### config.mk
export PLATFORM = sky130hd
export DESIGN_NAME = alu_arbiter
export DESIGN_NICKNAME = d
export VERILOG_FILES = /design/src/rtl/alu_arbiter.sv
export SDC_FILE = /design/constraint.sdc
export NUM_CORES = 1
export LEC_CHECK = 0
export ABC_CLOCK_PERIOD_IN_PS = 10400
export BUFFER_PORTS_ARGS = -buffer_cell sky130_fd_sc_hd__clkbuf_2
export CORE_AREA = 2 2 146 148
export DETAILED_ROUTE_END_ITERATION = 12
export DIE_AREA = 0 0 148 150
export HOLD_SLACK_MARGIN = 0.03
export PLACE_DENSITY = 0.57
export SLEW_MARGIN = 20
export SYNTH_ARGS = -nofsm -noshare
export SYNTH_HDL_FRONTEND = slang
export SYNTH_SLANG_ARGS = --single-unit
### constraint.sdc
create_clock -name clk -period 10.4 [get_ports clk]
set_clock_uncertainty 0.1 [all_clocks]
set_input_delay 2.08 -clock clk [delete_from_list [all_inputs] [get_ports clk]]
set_output_delay 2.08 -clock clk [all_outputs]
set_load 0.01 [all_outputs]
### src/rtl/alu_arbiter.sv
// Two-requester front end for the shared registered ALU. It picks one requester per cycle,
// tracks the op in flight for one cycle, and returns results through a 2-entry response FIFO.
module alu_arbiter #(
  parameter int TAG_W      = 4,
  parameter int FIXED_PRIO = 0
) (
  input  logic             clk,
  input  logic             rst,
  input  logic             r0_valid,
  input  logic             r1_valid,
  output logic             r0_ready,
  output logic             r1_ready,
  input  logic [5:0]       r0_opcode,
  input  logic [5:0]       r1_opcode,
  input  logic [31:0]      r0_rrs,
  input  logic [31:0]      r1_rrs,
  input  logic [31:0]      r0_rrt,
  input  logic [31:0]      r1_rrt,
  input  logic [15:0]      r0_imm,
  input  logic [15:0]      r1_imm,
  input  logic [5:0]       r0_funct,
  input  logic [5:0]       r1_funct,
  input  logic [4:0]       r0_shamt,
  input  logic [4:0]       r1_shamt,
  input  logic [TAG_W-1:0] r0_tag,
  input  logic [TAG_W-1:0] r1_tag,
  output logic [5:0]       alu_opcode,
  output logic [31:0]      alu_rrs,
  output logic [31:0]      alu_rrt,
  output logic [15:0]      alu_imm,
  output logic [5:0]       alu_funct,
  output logic [4:0]       alu_shamt,
  input  logic [31:0]      alu_rslt,
  output logic             rsp_valid,
  input  logic             rsp_ready,
  output logic             rsp_id,
  output logic [TAG_W-1:0] rsp_tag,
  output logic [31:0]      rsp_rslt
);

  localparam logic FIXED = (FIXED_PRIO != 0);

  logic [1:0]       fifo_cnt;
  logic             s1_vld;
  logic             s1_id;
  logic [TAG_W-1:0] s1_tag;
  logic             last;

  logic             tail_id;
  logic [TAG_W-1:0] tail_tag;
  logic [31:0]      tail_rslt;

  logic             pop;
  logic [2:0]       occupancy;
  logic             allow;
  logic             r0_wins;
  logic             gnt0;
  logic             gnt1;

  assign rsp_valid = (fifo_cnt != 2'd0);
  assign pop       = rsp_valid & rsp_ready;

  // Counting the in-flight op as occupied guarantees a FIFO slot exists when its result lands.
  assign occupancy = {1'b0, fifo_cnt} + {2'b00, s1_vld} - {2'b00, pop};
  assign allow     = (occupancy < 3'd2) & ~rst;
  assign r0_wins   = FIXED | last;
  assign gnt0      = allow & r0_valid & (~r1_valid | r0_wins);
  assign gnt1      = allow & r1_valid & (~r0_valid | ~r0_wins);
  assign r0_ready  = gnt0;
  assign r1_ready  = gnt1;

  always_comb begin
    alu_opcode = '0;
    alu_rrs    = '0;
    alu_rrt    = '0;
    alu_imm    = '0;
    alu_funct  = '0;
    alu_shamt  = '0;
    if (gnt0) begin
      alu_opcode = r0_opcode;
      alu_rrs    = r0_rrs;
      alu_rrt    = r0_rrt;
      alu_imm    = r0_imm;
      alu_funct  = r0_funct;
      alu_shamt  = r0_shamt;
    end else if (gnt1) begin
      alu_opcode = r1_opcode;
      alu_rrs    = r1_rrs;
      alu_rrt    = r1_rrt;
      alu_imm    = r1_imm;
      alu_funct  = r1_funct;
      alu_shamt  = r1_shamt;
    end
  end

  always_ff @(posedge clk) begin
    if (rst) begin
      s1_vld    <= 1'b0;
      s1_id     <= 1'b0;
      s1_tag    <= '0;
      last      <= 1'b1;
      fifo_cnt  <= 2'd0;
      rsp_id    <= 1'b0;
      rsp_tag   <= '0;
      rsp_rslt  <= '0;
      tail_id   <= 1'b0;
      tail_tag  <= '0;
      tail_rslt <= '0;
    end else begin
      s1_vld <= gnt0 | gnt1;
      if (gnt0 | gnt1) begin
        s1_id  <= gnt1;
        s1_tag <= gnt1 ? r1_tag : r0_tag;
        last   <= gnt1;
      end
      // Head slot is always the oldest entry; a pop shifts the tail forward.
      case ({s1_vld, pop})
        2'b10: begin
          if (fifo_cnt == 2'd0) begin
            rsp_id   <= s1_id;
            rsp_tag  <= s1_tag;
            rsp_rslt <= alu_rslt;
          end else begin
            tail_id   <= s1_id;
            tail_tag  <= s1_tag;
            tail_rslt <= alu_rslt;
          end
          fifo_cnt <= fifo_cnt + 2'd1;
        end
        2'b01: begin
          rsp_id   <= tail_id;
          rsp_tag  <= tail_tag;
          rsp_rslt <= tail_rslt;
          fifo_cnt <= fifo_cnt - 2'd1;
        end
        2'b11: begin
          if (fifo_cnt == 2'd1) begin
            rsp_id   <= s1_id;
            rsp_tag  <= s1_tag;
            rsp_rslt <= alu_rslt;
          end else begin
            rsp_id    <= tail_id;
            rsp_tag   <= tail_tag;
            rsp_rslt  <= tail_rslt;
            tail_id   <= s1_id;
            tail_tag  <= s1_tag;
            tail_rslt <= alu_rslt;
          end
        end
        default: ;
      endcase
    end
  end

  no_overflow: assert property (@(posedge clk) disable iff (rst)
    !(s1_vld && (fifo_cnt == 2'd2) && !pop));

endmodule

==> results.toml <==
[run_status]
status = "complete, no violations"

[global_route]
grt_pass1_wl_mm = 41.3
first_global_vias = 5807
grt.overflow.total = 0
track_usage_pct = 25.6
antenna_found_initial = 6
grt_max_degree = 101

[floorplan]
coreArea_um2 = 20700
die_area_um2 = 22200
die_w_um = 148
initial_core_util_pct = 23.4
dieHeight_um = 150
row_count = 53
ios = 376

[placed_design]
port_buffers = 375
dp.cells = 1162
place_congestion = 0.910
dp_hpwl_mm = 23.5

[setup_path]
cp.required_ns = 8.22
cp.arrival_ns = 5.61
rrSetupSlack_ns = 6.44
cp_max_fo = 100
endpoint_kind = "output port"
path_class = "input port to output port"
startpoint_type = "input port"

[route]
drc = 0
drtIter0Drc = 459
wl_mm = 30.4
drt.antenna.violating_nets = 0
first_pass_iters = 5
vias = 6267
wl_per_cell_um = 25.7
viasPerCell = 5.30

[synthesis]
synth_most_common_cell = "o21ai_0"
synth_top_area_cell = "dfxtp_1"
ys_seq_area_share_pct = 34.4
avgSynthCellArea_um2 = 8.36
synth_edf_count = 0
synth_nets = 823
synth.area.top_cells = "dfxtp_1, a22o_1, o21ai_0, o211ai_1, o31ai_1"
synth_flop_cell = "dfxtp_1"
synthTopCellsByCount = "o21ai_0, a22o_1, dfxtp_1"
ys_seq_elements = 83
syn_area_um2 = 4830
netlist_instances = 578
synth_cell_type_count = 32
synth-warning-count = 0
yosysTopAreaCellShare_pct = 34.4
synth_async_sr_flop_share_pct = 0

[power_and_ir_drop]
pwr_density_cell_nw_per_um2 = 229
power_leakage_nw = 3.29
peakVddDrop_mv = 0.103

[clocking]
htree_levels = 3
cts_tree = "done"
clk_pin_slew_worst_paths_ns = 0.06
cts_root_buf = "clkbuf_16"
numCtsBuffers = 9
postCtsSetupBuffers = 0
ctsLongestPathBuffers = 2
insertion_delay_ns = 0.33
cts_resized = 0
holdBufCountCts = 0
cts_sinks = 83

[finish]
drive_gt1_share_pct = 45.7
area_growth_syn_to_layout_pct = 47.9
nets = 1143
seq_area_um2 = 1660
multi_input_area_um2 = 2800
instances_no_fill = 1182
fillCellCount = 2242

[timing]
tightest_slew_ns = 1.04
setup_viol = 0
finalCritPeriodShare_pct = 74.9
drv_slew = 0
hold_viol_final = 0
holdWs_ns = 0.368
clock.fmax_mhz = 128
rsz0062_at_grt = "false"
period_minus_slack_ns = 7.79
final.setup.tns_ns = 0
relSlewSlack_pct = 30.5

[run]
cap_viol_max_count = 0

[min_path]
hp-class = "flip-flop to flip-flop"
worst max-delay path: stages:
cell	delay [ns]
clkbuf_2	0.10
nor2b_1	0.22
ha_1	0.31
nand2b_1	0.18
fa_1	0.50
nand2b_1	0.28
nor4_2	0.32
buf_4	0.79
a22o_1	0.49
clkbuf_2	0.22
final timing paths:
| kind | startpoint | to | cells past startpoint |
|---|---|---|---|
| hold reg to reg | tail_rslt[10] | tail_rslt[10] | 2 |
| setup reg to reg | fifo_cnt[1] | s1_vld | 10 |
| setup / recovery | rsp_ready | alu_rrt[18] | 10 |
| hold / removal | tail_rslt[10] | tail_rslt[10] | 2 |
power by group:
part	leakage, nW	internal [mW]	switching [mW]
clock network	0.156	0.218	0.134
logic	2.46	0.297	0.513
registers	0.679	0.418	0.0581
total	3.29	0.934	0.705
per-layer routing:
| metal | track usage, % | wire length (um) | vias to the layer above | part of all wire, % |
|---|---|---|---|---|
| met4 | 3.76 | 197 | 0 | 0.65 |
| met2 | 40.4 | 14400 | 295 | 47 |
| met1 | 36.6 | 13800 | 3022 | 46 |
| met5 | 0 | 0 | - | 0 |
| li1 | - | - | 2932 | - |
| met3 | 5.34 | 1980 | 18 | 6.5 |
cell type report:
class,count,share of cell area [%]
tap,275,4.81
clock inverter,5,1.19
sequential,83,23.2
timing repair buffer,387,27.5
inverter,9,0.578
antenna,4,0.140
multi-input combinational,408,39.1
clock buffer,11,3.40
kinds of logic after synthesis:
| family | after synthesis | synth area share, % |
|---|---|---|
| DFF | 83 | 34.4 |
| AOI/OAI and AO/OA | 368 | 51.7 |
| buffers and inverters | 87 | 8.16 |
| xor gates and xnor gates | 3 | 0.544 |
| muxes | 1 | 0.233 |
| and+or+nand+nor | 30 | 3.26 |
| adders and majority gates | 6 | 1.71 |
layout by cell type (no fill, tap or decap), types with 2 or more instances in the layout:
master | Yosys | layout
nand2_1 | 5 | 5
a311oi_1 | 5 | 5
o21ai_0 | 106 | 106
a31oi_1 | 36 | 36
inv_1 | 8 | 7
clkbuf_2 | 0 | 375
bufinv_16 | 0 | 2
a22o_1 | 97 | 97
ha_1 | 5 | 5
or4_1 | 4 | 4
o41ai_1 | 9 | 9
diode_2 | 0 | 4
xor2_1 | 3 | 3
nor2_1 | 9 | 7
nand2b_1 | 2 | 2
nor2b_2 | 0 | 3
o211ai_1 | 38 | 38
nor2_2 | 0 | 2
a21oi_1 | 38 | 38
dfxtp_1 | 83 | 83
clkbuf_16 | 0 | 9
buf_4 | 5 | 12
nor2b_1 | 5 | 2
o31ai_1 | 37 | 37
metrics by stage:
| stage | utilization [%] | setup WS (ns) | power [mW] | instance area (um2) |
|---|---|---|---|---|
| after CTS | 34.5 | 2.65 | 1.65 | 7140 |
| after detailed placement | 32.9 | 2.65 | 1.29 | 6810 |
| after global routing | 34.5 | 2.37 | 1.74 | 7140 |
| final | 34.5 | 2.61 | 1.64 | 7150 |
| after global placement | 32.9 | 2.67 | 1.29 | 6810 |
| after floorplan | - | 3.91 | 0.935 | 4830 |
flip-flops by register name (all words and copies together) (netlist names):
signal	count
fifo_cnt	2
s1_id	1
tail_id	1
rsp_rslt	32
tail_rslt	32
rsp_tag	4
s1_vld	1
tail_tag	4
s1_tag	4
last	1
rsp_id	1
Note: power is estimated with default switching activity, not from simulation.
